--- src/rtl/mips32_loader_ctrl_if.sv ---
// mips32_loader_ctrl_if: session control, load stream, memory port, core control and result beats.
interface mips32_loader_ctrl_if #(
   parameter int DATA_W  = 32,
   parameter int ADDR_W  = 10,
   parameter int NUM_CHK = 4
);
   localparam int IDX_W = NUM_CHK > 1 ? $clog2(NUM_CHK) : 1;
   logic              start;
   logic              ld_valid;
   logic              ld_ready;
   logic [DATA_W-1:0] ld_data;
   logic              ld_last;
   logic [ADDR_W-1:0] chk_base;
   logic              mem_we;
   logic [ADDR_W-1:0] mem_addr;
   logic [DATA_W-1:0] mem_wdata;
   logic [DATA_W-1:0] mem_rdata;
   logic              core_run;
   logic              core_halted;
   logic              res_valid;
   logic [IDX_W-1:0]  res_idx;
   logic [DATA_W-1:0] res_data;
   logic              busy;
   logic              done;
   logic              timeout;
   logic [ADDR_W:0]   load_cnt;
   modport master (
      input  start, ld_valid, ld_data, ld_last, chk_base, mem_rdata, core_halted,
      output ld_ready, mem_we, mem_addr, mem_wdata, core_run, res_valid, res_idx, res_data,
             busy, done, timeout, load_cnt
   );
   modport slave (
      output start, ld_valid, ld_data, ld_last, chk_base, mem_rdata, core_halted,
      input  ld_ready, mem_we, mem_addr, mem_wdata, core_run, res_valid, res_idx, res_data,
             busy, done, timeout, load_cnt
   );
endinterface

--- src/rtl/mips32_loader_ctrl.sv ---
// mips32_loader_ctrl: loads a program into memory, releases the core, then reads back result words.
// Optional run-phase watchdog is built when MIPS_LOADER_TIMEOUT_EN is defined.
module mips32_loader_ctrl #(
   parameter int DATA_W      = 32,
   parameter int ADDR_W      = 10,
   parameter int PROG_DEPTH  = 256,
   parameter int NUM_CHK     = 4,
   parameter int TIMEOUT_CYC = 4096
) (
   input logic                  clk1,
   input logic                  rst_n,
   mips32_loader_ctrl_if.master bus
);
   localparam int IDX_W = NUM_CHK > 1 ? $clog2(NUM_CHK) : 1;
   localparam int CNT_W = $clog2(NUM_CHK + 1);
   localparam logic [ADDR_W:0] LOAD_MAX = (ADDR_W + 1)'(PROG_DEPTH - 1);
   if (PROG_DEPTH < 2 || PROG_DEPTH > 2 ** ADDR_W) begin : g_bad_depth
      $error("PROG_DEPTH out of range");
   end
   if (NUM_CHK < 1 || TIMEOUT_CYC < 1) begin : g_bad_cfg
      $error("NUM_CHK and TIMEOUT_CYC must be at least 1");
   end
   if ($bits(bus.ld_data) != DATA_W || $bits(bus.res_idx) != IDX_W) begin : g_bad_bus
      $error("interface parameters do not match the controller");
   end
   typedef enum logic [2:0] {IDLE, LOAD, RUN, DUMP, DONE} state_t;
   state_t            state_q, state_d;
   logic [ADDR_W:0]   load_cnt_q, load_cnt_d;
   logic [ADDR_W-1:0] base_q, base_d;
   logic [CNT_W-1:0]  rd_cnt_q, rd_cnt_d;
   logic              res_valid_q, res_valid_d;
   logic [IDX_W-1:0]  res_idx_q, res_idx_d;
   logic              start_ok, accept, issue, to_hit;
   assign start_ok = (state_q == IDLE || state_q == DONE) && bus.start;
   assign accept   = state_q == LOAD && bus.ld_valid;
   assign issue    = state_q == DUMP && rd_cnt_q != CNT_W'(NUM_CHK);
`ifdef MIPS_LOADER_TIMEOUT_EN
   localparam int RUN_W = $clog2(TIMEOUT_CYC + 1);
   logic [RUN_W-1:0] run_cnt_q, run_cnt_d;
   logic             timeout_q, timeout_d;
   assign run_cnt_d = state_q == RUN ? run_cnt_q + 1'b1 : '0;
   assign to_hit    = state_q == RUN && run_cnt_q == RUN_W'(TIMEOUT_CYC - 1);
   // a halt seen in the same cycle as the limit is a normal finish
   assign timeout_d = start_ok ? 1'b0 : timeout_q | (to_hit && !bus.core_halted);
   always_ff @(posedge clk1) begin
      if (!rst_n) begin
         run_cnt_q <= '0;
         timeout_q <= 1'b0;
      end else begin
         run_cnt_q <= run_cnt_d;
         timeout_q <= timeout_d;
      end
   end
   assign bus.timeout = timeout_q;
`else
   assign to_hit      = 1'b0;
   assign bus.timeout = 1'b0;
`endif
   always_comb begin
      state_d     = state_q;
      load_cnt_d  = load_cnt_q;
      base_d      = base_q;
      rd_cnt_d    = rd_cnt_q;
      res_valid_d = issue;
      res_idx_d   = issue ? IDX_W'(rd_cnt_q) : '0;
      case (state_q)
         IDLE, DONE: if (start_ok) begin
            state_d    = LOAD;
            load_cnt_d = '0;
            base_d     = bus.chk_base;
         end
         LOAD: if (accept) begin
            load_cnt_d = load_cnt_q + 1'b1;
            state_d    = bus.ld_last || load_cnt_q == LOAD_MAX ? RUN : LOAD;
         end
         RUN: begin
            rd_cnt_d = '0;
            state_d  = bus.core_halted || to_hit ? DUMP : RUN;
         end
         DUMP: begin
            rd_cnt_d = issue ? rd_cnt_q + 1'b1 : rd_cnt_q;
            state_d  = issue ? DUMP : DONE;
         end
         default: state_d = IDLE;
      endcase
   end
   always_ff @(posedge clk1) begin
      if (!rst_n) begin
         state_q     <= IDLE;
         load_cnt_q  <= '0;
         base_q      <= '0;
         rd_cnt_q    <= '0;
         res_valid_q <= 1'b0;
         res_idx_q   <= '0;
      end else begin
         state_q     <= state_d;
         load_cnt_q  <= load_cnt_d;
         base_q      <= base_d;
         rd_cnt_q    <= rd_cnt_d;
         res_valid_q <= res_valid_d;
         res_idx_q   <= res_idx_d;
      end
   end
   // the address sum wraps naturally at ADDR_W bits
   assign bus.mem_addr  = accept ? load_cnt_q[ADDR_W-1:0] : issue ? base_q + ADDR_W'(rd_cnt_q) : '0;
   assign bus.mem_we    = accept;
   assign bus.mem_wdata = accept ? bus.ld_data : '0;
   assign bus.ld_ready  = state_q == LOAD;
   assign bus.core_run  = state_q == RUN;
   assign bus.res_valid = res_valid_q;
   assign bus.res_idx   = res_idx_q;
   assign bus.res_data  = res_valid_q ? bus.mem_rdata : '0;
   assign bus.busy      = state_q == LOAD || state_q == RUN || state_q == DUMP;
   assign bus.done      = state_q == DONE;
   assign bus.load_cnt  = load_cnt_q;
endmodule

--- src/flat_wrapper.sv ---
// flat-port wrapper written by rule: the top's interface ports become plain ports
module mips32_loader_ctrl_flat 
#(
   parameter int DATA_W      = 32,
   parameter int ADDR_W      = 10,
   parameter int PROG_DEPTH  = 256,
   parameter int NUM_CHK     = 4,
   parameter int TIMEOUT_CYC = 4096
)
  (clk1, rst_n, bus_start, bus_ld_valid, bus_ld_data, bus_ld_last, bus_chk_base, bus_mem_rdata, bus_core_halted, bus_ld_ready, bus_mem_we, bus_mem_addr, bus_mem_wdata, bus_core_run, bus_res_valid, bus_res_idx, bus_res_data, bus_busy, bus_done, bus_timeout, bus_load_cnt);
  mips32_loader_ctrl_if #(.DATA_W(DATA_W), .ADDR_W(ADDR_W), .NUM_CHK(NUM_CHK)) bus_i ();
  input logic clk1;
  input logic rst_n;
  input wire logic [$bits(bus_i.start)-1:0] bus_start;
  input wire logic [$bits(bus_i.ld_valid)-1:0] bus_ld_valid;
  input wire logic [$bits(bus_i.ld_data)-1:0] bus_ld_data;
  input wire logic [$bits(bus_i.ld_last)-1:0] bus_ld_last;
  input wire logic [$bits(bus_i.chk_base)-1:0] bus_chk_base;
  input wire logic [$bits(bus_i.mem_rdata)-1:0] bus_mem_rdata;
  input wire logic [$bits(bus_i.core_halted)-1:0] bus_core_halted;
  output wire logic [$bits(bus_i.ld_ready)-1:0] bus_ld_ready;
  output wire logic [$bits(bus_i.mem_we)-1:0] bus_mem_we;
  output wire logic [$bits(bus_i.mem_addr)-1:0] bus_mem_addr;
  output wire logic [$bits(bus_i.mem_wdata)-1:0] bus_mem_wdata;
  output wire logic [$bits(bus_i.core_run)-1:0] bus_core_run;
  output wire logic [$bits(bus_i.res_valid)-1:0] bus_res_valid;
  output wire logic [$bits(bus_i.res_idx)-1:0] bus_res_idx;
  output wire logic [$bits(bus_i.res_data)-1:0] bus_res_data;
  output wire logic [$bits(bus_i.busy)-1:0] bus_busy;
  output wire logic [$bits(bus_i.done)-1:0] bus_done;
  output wire logic [$bits(bus_i.timeout)-1:0] bus_timeout;
  output wire logic [$bits(bus_i.load_cnt)-1:0] bus_load_cnt;
  assign bus_i.start = bus_start;
  assign bus_i.ld_valid = bus_ld_valid;
  assign bus_i.ld_data = bus_ld_data;
  assign bus_i.ld_last = bus_ld_last;
  assign bus_i.chk_base = bus_chk_base;
  assign bus_i.mem_rdata = bus_mem_rdata;
  assign bus_i.core_halted = bus_core_halted;
  assign bus_ld_ready = bus_i.ld_ready;
  assign bus_mem_we = bus_i.mem_we;
  assign bus_mem_addr = bus_i.mem_addr;
  assign bus_mem_wdata = bus_i.mem_wdata;
  assign bus_core_run = bus_i.core_run;
  assign bus_res_valid = bus_i.res_valid;
  assign bus_res_idx = bus_i.res_idx;
  assign bus_res_data = bus_i.res_data;
  assign bus_busy = bus_i.busy;
  assign bus_done = bus_i.done;
  assign bus_timeout = bus_i.timeout;
  assign bus_load_cnt = bus_i.load_cnt;
  mips32_loader_ctrl #(.DATA_W(DATA_W), .ADDR_W(ADDR_W), .PROG_DEPTH(PROG_DEPTH), .NUM_CHK(NUM_CHK), .TIMEOUT_CYC(TIMEOUT_CYC)) u_core (.clk1(clk1), .rst_n(rst_n), .bus(bus_i));
endmodule
--- config.mk ---
export PLATFORM = sky130hd
export DESIGN_NAME = mips32_loader_ctrl_flat
export DESIGN_NICKNAME = d
export VERILOG_FILES = /design/src/rtl/mips32_loader_ctrl_if.sv /design/src/rtl/mips32_loader_ctrl.sv /design/src/flat_wrapper.sv
export SDC_FILE = /design/constraint.sdc
export NUM_CORES = 1
export LEC_CHECK = 0
export CORE_MARGIN = 2
export CORE_UTILIZATION = 30
export DETAILED_ROUTE_END_ITERATION = 16
export PLACE_DENSITY = 0.75
export SLEW_MARGIN = 20
export SYNTH_ARGS = -nofsm -noshare
export SYNTH_HDL_FRONTEND = slang
export SYNTH_SLANG_ARGS = --single-unit
--- constraint.sdc ---
create_clock -name clk1 -period 3.8 [get_ports clk1]
set_clock_uncertainty 0.2 [all_clocks]
set_input_delay 0.76 -clock clk1 [delete_from_list [all_inputs] [get_ports clk1]]
set_output_delay 0.76 -clock clk1 [all_outputs]
set_load 0.02 [all_outputs]
==> out/qor.yml, run 1 <==
overflow: 0
rsz0062_at_grt: "false"
power.density_nw_per_um2: 212
fin_ws_ps: 174
clock_sinks: 30
fp.dieArea_um2: 7700
synth_area_um2: 2100
synth_compound_area_share_pct: 13.8
place_ws_ps: 270
cts_tree: "done"
synth-simple-area-share_pct: 40.5
rrSetupSlack_ps: 1870
clockRootBuffer: "clkbuf_8"
finalSetupViolations: 0
finalCriticalPeriod_ps: 3630
vias_per_cell: 4.53
initial_utilization_pct: 31.0
grt_pass1_vias: 2197
worst_pin_slew_ps: 723
numCtsBuffers: 5
r2r_start: "u_core.state_q[1]$_SDFFE_PN0N_"
slew_headroom_pct: 51.7
synthArstFlopShare_pct: 0
diodes: 0
ys_seq_area_share_pct: 28.6
antenna_found_initial: 0
cp_max_fo: 5
ant_nets: 0
synth_area_leaders: "dfxtp_1, and2_1, nand2_1, xor2_1, a21boi_0"
startpoint: "u_core.rd_cnt_q[0]$_SDFFE_PN0P_"
gp_congestion: 0.792
synth_top_family_by_area: "simple AND/OR/NAND/NOR gates"
drv_slew: 0
cp_data_arrival_time_ps: 2670
synth_edf_count: 0
p_leak_nw: 1.49
multi_input_area_um2: 1390
core-area_um2: 6790
crit_required_ps: 2840
worstSetupPathType: "reg2out"
synth.area.mux_share_pct: 0.476
ios: 174
die_x_um: 87.7
regArea_um2: 601
clock_latency_ps: 280
synthCells: 274
maxCapViolCount: 0
yosys.area_share.xor_xnor_pct: 6.66
htree_levels: 2
num-nets-final: 527
nFillCells: 643
die_y_um: 87.7
first_pass_iters: 4
drcViolationCount: 0
ys_ff_latch: 30
status: "finished, final reports clean"
hold_buffers: 0
r2r.worst_path.cells: 6
power_mw: 0.846
vias: 2426
fin_crit_sh_pct: 95.4
synth_ff_type: "dfxtp_1"
min_path_type: "reg2reg"
drive_above_1_share_pct: 3.42
yosys.area.top_type: "dfxtp_1"
vdd_ir_drop_max_mv: 0.113
fin_util_pct: 58.7
worstSetupStartpointType: "flip-flop"
routed_wl_um: 6990
port-buffer-count: 172
post_cts_buffers: 0
gr-usage-all-layers_pct: 17.5
critPathCaptureType: "output pin"
clock.fmax_ghz: 0.276
synth_nets: 361
first_iter_violations: 92
r2r_end: "u_core.bus.load_cnt[10]$_SDFFE_PN0P_"
hpwlAfterDp_um: 5750
clk_transition_reported_paths_ps: 60
rows: 30
wire_per_inst_um: 13.1
fin_tns_setup_ps: 0
cts_resized: 0
grt_max_degree: 55
ys_warn_count: 0
clk_path_buf_depth: 2
grt_pass1_wl_um: 10700
synth_top_area_share_pct: 28.6
area_delta_synth_final_pct: 89.6
avgSynthCellArea_um2: 7.68
synth-adder-area-share_pct: 4.52
ys_types: 41
hold_viol_final: 0
endpoint: "bus_mem_addr[8]"
-- cell type report --
cell class / count / share of cell area [%]
tap: 96 / 3.01
sequential: 30 / 15.1
multi-input combinational: 221 / 34.9
inverter: 5 / 0.471
timing repair buffer: 177 / 44.5
clock buffer: 6 / 2.07
-- worst min path at each step --
stage / startpoint / endpoint / cells past startpoint
floorplan: u_core.base_q[2]$_SDFFE_PN0P_ / u_core.base_q[2]$_SDFFE_PN0P_ / 2
global placement: u_core.base_q[0]$_SDFFE_PN0P_ / u_core.base_q[0]$_SDFFE_PN0P_ / 2
detailed placement: u_core.base_q[2]$_SDFFE_PN0P_ / u_core.base_q[2]$_SDFFE_PN0P_ / 2
CTS: u_core.base_q[2]$_SDFFE_PN0P_ / u_core.base_q[2]$_SDFFE_PN0P_ / 2
global route: u_core.base_q[2]$_SDFFE_PN0P_ / u_core.base_q[2]$_SDFFE_PN0P_ / 2
finish: u_core.base_q[0]$_SDFFE_PN0P_ / u_core.base_q[0]$_SDFFE_PN0P_ / 2
-- per-stage QoR --
stage                     instance area, µm²  std cells  hold WS [ps]
after CTS                               3990        535           293
after detailed placement                3900        529           287
after global routing                    3990        535           325
final                                   3990        535           290
after floorplan                         2100        274           247
after global placement                  3900        529           266
-- synthesized netlist by cell type (all sizes together), types with 2 or more instances --
master   number
xnor2         3
nor2         12
nand4         2
nand2        38
and4          3
buf           8
nor3          4
and3          6
o21ai        12
clkbuf       10
xor2         13
o2111ai       3
o211ai        5
nor3b         3
nand3         7
ha            6
and2         66
dfxtp        30
nor2b         6
inv           5
a21boi       12
a21oi         5
-- power breakdown --
part / internal [mW] / switching, mW
combinational: 0.148 / 0.108
sequential: 0.326 / 0.0115
clock: 0.139 / 0.113
total: 0.614 / 0.232
-- state kept, by name, summed over array words and instances, names as in the netlist --
register	flops
u_core.rd_cnt_q	3
u_core.bus.res_idx	2
u_core.state_q	3
u_core.bus.load_cnt	11
u_core.bus.res_valid	1
u_core.base_q	10
-- cell families (layout without fill, tap and decap cells) --
group | count (synthesis) | after routing
adder cells (fa/ha/maj) | 7 | 7
multiplexers | 1 | 1
flip-flops | 30 | 30
buffers and inverters | 23 | 188
other | 1 | 1
AND/OR/NAND/NOR | 153 | 153
XOR/XNOR | 16 | 16
AO/OA/AOI/OAI | 43 | 43
-- layout by cell type, fill, tap and decap left out, drive strengths merged, types with 4 or more instances in the layout --
| cell type | count |
|---|---|
| inv | 5 |
| a21oi | 5 |
| nor2b | 6 |
| nor2 | 12 |
| buf | 5 |
| o211ai | 5 |
| nand2 | 38 |
| clkbuf | 6 |
| and2 | 66 |
| nand3 | 7 |
| clkdlybuf4s50 | 171 |
| xor2 | 13 |
| o21ai | 12 |
| nor3 | 4 |
| and3 | 6 |
| dfxtp | 30 |
| a21boi | 12 |
| ha | 6 |
-- metal layers --
metal | GRT usage [%] | vias to the layer above | share of wire, %
met3 | 4.05 | 8 | 5.6
li1 | - | 1239 | -
met5 | 0 | - | 0
met2 | 30.4 | 83 | 51
met1 | 21.5 | 1096 | 42
met4 | 4.90 | 0 | 1.3
-- worst max-delay path: stages, from the launching register on --
cell and delay [ps]:
dfxtp_1 400, ha_1 190, inv_1 50, fa_1 400
nor2b_1 230, o211ai_1 130, xor2_1 180, o21ai_0 160
clkdlybuf4s50_1 640
Power figures use the tool's default switching activity.
==> run 2, diff against run 1 <==
Settings changed: CELL_PAD_IN_SITES_DETAIL_PLACEMENT from default to 0, CELL_PAD_IN_SITES_GLOBAL_PLACEMENT from default to 2, CORE_UTILIZATION 30 to 17, PLACE_DENSITY 0.75 to default, PLACE_DENSITY_LB_ADDON from default to 0.1.
==> run 2 against run 1 <==
  * Non-clock buffer count up 3
  * Register-to-register slack worse by 170 ps
  * Clock power up 59%
  * Final area up 5.0%
  * Final cell count up 14%
  * Power up 19%
  * Largest cell class unchanged
  * Highest routed layer unchanged
==> out/qor.yml, run 2 (synthesis results as in run 1) <==
status: "finished, final reports clean"
rsz0062_at_grt: "false"
clock_latency_ps: 270
cts_tree: "done"
critPathMaxStageDelay_ps: 610
grt_max_degree: 34
maxCapViolCount: 0
gp_congestion: 0.693
hold_ws_ps: 280
htree_levels: 2
drive_above_1_share_pct: 4.73
largest_reg_flops: 11
worstSetupStartpointType: "input pin"
initial_utilization_pct: 17.4
ant_nets: 0
vdd_ir_drop_max_mv: 0.136
finalSetupViolations: 0
p_comb_share_pct: 26.2
fin_crit_sh_pct: 94.8
fp.dieArea_um2: 13300
place_ws_ps: 174
cp_cell_sequence: "clkdlybuf4s50_1 > and4bb_2 > buf_12 > and2_1 > clkdlybuf4s50_1"
critPathCaptureType: "output pin"
pwr-share-clk_pct: 39.9
overflow: 0
ios: 174
layout_commonest_cell: "clkdlybuf4s50_1"
wire_per_inst_um: 13.1
swShare_pct: 26.6
cp_data_arrival_time_ps: 2640
fin_util_pct: 34.7
worst_pin_slew_ps: 765
worstSetupPathType: "in2out"
grt_pass1_wl_um: 12100
hold_viol_final: 0
antenna_found_initial: 0
num-nets-final: 530
gr-usage-all-layers_pct: 11.5
crit_top_cell: "clkdlybuf4s50_1"
clock.fmax_ghz: 0.278
internal-power_mw: 0.738
diodes: 0
hold_start: "u_core.base_q[2]$_SDFFE_PN0P_"
min_path_type: "reg2reg"
slew_headroom_pct: 49.0
hold_buffers: 0
p_seq_share_pct: 33.9
r2r_start: "u_core.state_q[1]$_SDFFE_PN0N_"
p_leak_nw: 1.56
final_cell_mix: "clkdlybuf4s50_1, and2_1, nand2_1, dfxtp_1, xor2_1"
area_delta_synth_final_pct: 99.0
hpwlAfterDp_um: 6540
vias_per_cell: 3.96
worst_hold_path.endpoint: "u_core.base_q[2]$_SDFFE_PN0P_"
r2r_end: "u_core.bus.load_cnt[10]$_SDFFE_PN0P_"
port-buffer-count: 172
fin_ws_ps: 199
drcViolationCount: 0
clk_path_buf_depth: 2
core-area_um2: 12100
r2r.worst_path.cells: 5
crit_required_ps: 2840
final_area_um2: 4190
grt_pass1_vias: 2341
first_pass_iters: 4
p_switching_mw: 0.267
clk_transition_reported_paths_ps: 50
clockRootBuffer: "clkbuf_16"
die_x_um: 115
clock_sinks: 30
cp_slowest_cell: "clkdlybuf4s50_1"
place_area_um2: 4030
routed_wl_um: 8000
fin_tns_setup_ps: 0
stdcell_count: 612
placed_cells: 604
rows: 40
drv_slew: 0
vias: 2425
numCtsBuffers: 5
power.density_nw_per_um2: 240
cp_max_fo: 23
power_mw: 1.00
die_y_um: 115
rrSetupSlack_ps: 1700
finalCriticalPeriod_ps: 3600
hold-path-cell-count: 2
first_iter_violations: 56
[run 2: changes by cell type in the layout (fill, tap and decap cells not counted), sizes merged]
cell,change
clkdlybuf4s50,-1
clkinv,+1
buf,+3
clkinvlp,+1
dlymetal6s2s,+1
[run 2: metal layers]
layer | routed length (µm) | part of all wire, % | up-vias | GRT usage [%]
met5 | 0 | 0 | - | 0
met1 | 3450 | 43 | 1053 | 13.9
met4 | 32 | 0.40 | 0 | 1.69
met2 | 3660 | 46 | 119 | 19.5
li1 | - | - | 1248 | -
met3 | 863 | 11 | 5 | 4.90
[run 2: repair_timing]
item	4_1_cts	5_1_grt
hold endpoints to repair	0	0
gates resized for setup	0	3
endpoints found under the setup margin	0	3
buffers inserted	0	0
[run 2: area by class of cell]
type,count,area [µm²]
Clock buffer,6,139
Clock inverter,2,12.5
Fill cell,1265,7880
Inverter,5,18.8
Multi-Input combinational cell,221,1390
Sequential cell,30,601
Tap cell,168,210
Timing Repair Buffer,180,1810
[run 2: critical path, delay by kind of cell]
family	cells	cell delay (ps)
buf+inv	3	1290
simple gates	2	580
[run 2: how the worst max path moves through the flow]
stage | slack (ps) | start | cells after the start | to
after floorplan | 940 | u_core.rd_cnt_q[0]$_SDFFE_PN0P_ | 7 | bus_mem_addr[6]
after global placement | 180 | bus_ld_valid | 5 | bus_mem_wdata[19]
after detailed placement | 170 | bus_ld_valid | 5 | bus_mem_wdata[28]
after CTS | 90 | u_core.rd_cnt_q[0]$_SDFFE_PN0P_ | 8 | bus_mem_addr[6]
after global routing | 70 | u_core.rd_cnt_q[0]$_SDFFE_PN0P_ | 8 | bus_mem_addr[8]
final | 200 | bus_ld_valid | 5 | bus_mem_wdata[0]
[run 2: power by group through the flow]
stage	Sequential, mW	Clock [mW]	Combinational, mW
6_report	0.340	0.401	0.264
5_1_grt	0.342	0.432	0.285
4_1_cts	0.340	0.419	0.269
3_5_place_dp	0.347	0	0.267
3_3_place_gp	0.347	0	0.268
2_1_floorplan	0.343	0	0.114
==> run 3, diff against run 2 <==
Settings changed: CAP_MARGIN from default to 20.
Clock period 3.8 ns to 4.6 ns, I/O delays scaled along.
==> run 3 against run 2 <==
  * Combinational power fell by 22%
  * Largest power group unchanged
  * Worst hold slack got worse by 1.9 ps
  * Highest routed layer unchanged
  * Wire length fell by 0.20%
  * Critical path depth did not move
  * Via count rose by 1.5%
  * Sequential cell count did not move
==> out/qor.yml, run 3 (synthesis results as in run 1) <==
wire_per_inst_um: 13.2
diodes: 0
drv_slew: 0
rsz0062_at_grt: "false"
grt_pass1_vias: 2336
r2r.worst_path.cells: 6
drive_above_1_share_pct: 3.42
port-buffer-count: 172
fin_crit_sh_pct: 85.5
p_seq_share_pct: 30.5
regArea_um2: 601
clockRootBuffer: "clkbuf_16"
stdcell_count: 607
min_path_type: "reg2reg"
final_area_um2: 4160
nFillCells: 1283
worst_hold_path.endpoint: "u_core.base_q[2]$_SDFFE_PN0P_"
htree_levels: 2
antenna_found_initial: 0
largest_reg_flops: 11
grt_max_degree: 34
grtUsageMet2_pct: 19.3
final_cell_mix: "clkdlybuf4s50_1, and2_1, nand2_1, dfxtp_1, xor2_1"
numCtsBuffers: 5
place_area_um2: 3970
vias_per_cell: 4.06
critPathCaptureType: "output pin"
r2r_end: "u_core.bus.load_cnt[10]$_SDFFE_PN0P_"
cts_tree: "done"
initial_utilization_pct: 17.4
hpwlAfterDp_um: 6460
use_met3_pct: 4.90
hold_start: "u_core.base_q[2]$_SDFFE_PN0P_"
p_switching_mw: 0.217
hold_ws_ps: 278
grt_util_met1_pct: 14.2
overflow: 0
gr-usage-all-layers_pct: 11.6
r2r_start: "u_core.state_q[1]$_SDFFE_PN0N_"
rows: 40
hold_buffers: 0
worst_pin_slew_ps: 849
hold_viol_final: 0
clock.fmax_ghz: 0.254
die_y_um: 115
maxCapViolCount: 0
clock_latency_ps: 270
fp.dieArea_um2: 13300
worstSetupStartpointType: "input pin"
vias: 2462
vdd_ir_drop_max_mv: 0.185
gp_congestion: 0.681
first_pass_iters: 4
fin_tns_setup_ps: 0
rrSetupSlack_ps: 2340
cp_data_arrival_time_ps: 2810
fin_ws_ps: 666
first_iter_violations: 69
status: "finished, final reports clean"
worstSetupPathType: "in2out"
slew_headroom_pct: 43.3
num-nets-final: 525
ios: 174
p_comb_share_pct: 22.1
power.density_nw_per_um2: 223
fin_util_pct: 34.5
drcViolationCount: 0
post_cts_buffers: 0
clock_sinks: 30
place_ws_ps: 644
grt_pass1_wl_um: 12200
internal-power_mw: 0.713
grt-busiest-layer: "met2"
clk_transition_reported_paths_ps: 50
ant_nets: 0
finalCriticalPeriod_ps: 3930
placed_cells: 599
power_mw: 0.930
pwr-share-clk_pct: 47.4
die_x_um: 115
p_leak_nw: 1.52
cts_resized: 0
swShare_pct: 23.3
crit_required_ps: 3480
core-area_um2: 12100
area_delta_synth_final_pct: 98.0
layout_commonest_cell: "clkdlybuf4s50_1"
finalSetupViolations: 0
routed_wl_um: 7990
cp_max_fo: 21
multi_input_area_um2: 1390
clk_path_buf_depth: 2
hold-path-cell-count: 2
-- run 3: how the worst max path moves through the flow --
stage                                          from           endpoint  cells past startpoint
floorplan                              bus_ld_valid    bus_mem_addr[4]                      6
global placement                       bus_ld_valid  bus_mem_wdata[16]                      5
detailed placement                     bus_ld_valid  bus_mem_wdata[16]                      5
CTS                                    bus_ld_valid  bus_mem_wdata[16]                      5
global route        u_core.rd_cnt_q[1]$_SDFFE_PN0P_    bus_mem_addr[9]                      7
finish                                 bus_ld_valid  bus_mem_wdata[20]                      5
-- run 3: critical path, stage by stage --
cell             delay (ps)
clkdlybuf4s50_1         500
and4bb_2                390
buf_4                   250
and2_1                  140
clkdlybuf4s50_1         610
-- run 3: area by class of cell --
type,count,share of cell area (%)
timing repair buffer,175,41.9
tap,168,5.05
clock buffer,6,3.34
clock inverter,2,1.44
sequential,30,14.4
inverter,5,0.451
multi-input combinational,221,33.4
-- run 3: power by group through the flow --
stage	combinational (mW)	clock (mW)	sequential, mW
6_report	0.206	0.440	0.284
5_1_grt	0.226	0.463	0.286
4_1_cts	0.210	0.453	0.284
3_5_place_dp	0.209	0	0.289
3_3_place_gp	0.209	0	0.290
2_1_floorplan	0.0943	0	0.283
-- run 3: layer usage --
layer	share of wire (%)	vias up
met5	0	-
met1	43	1106
met3	11	4
li1	-	1236
met2	46	116
met4	0.26	0
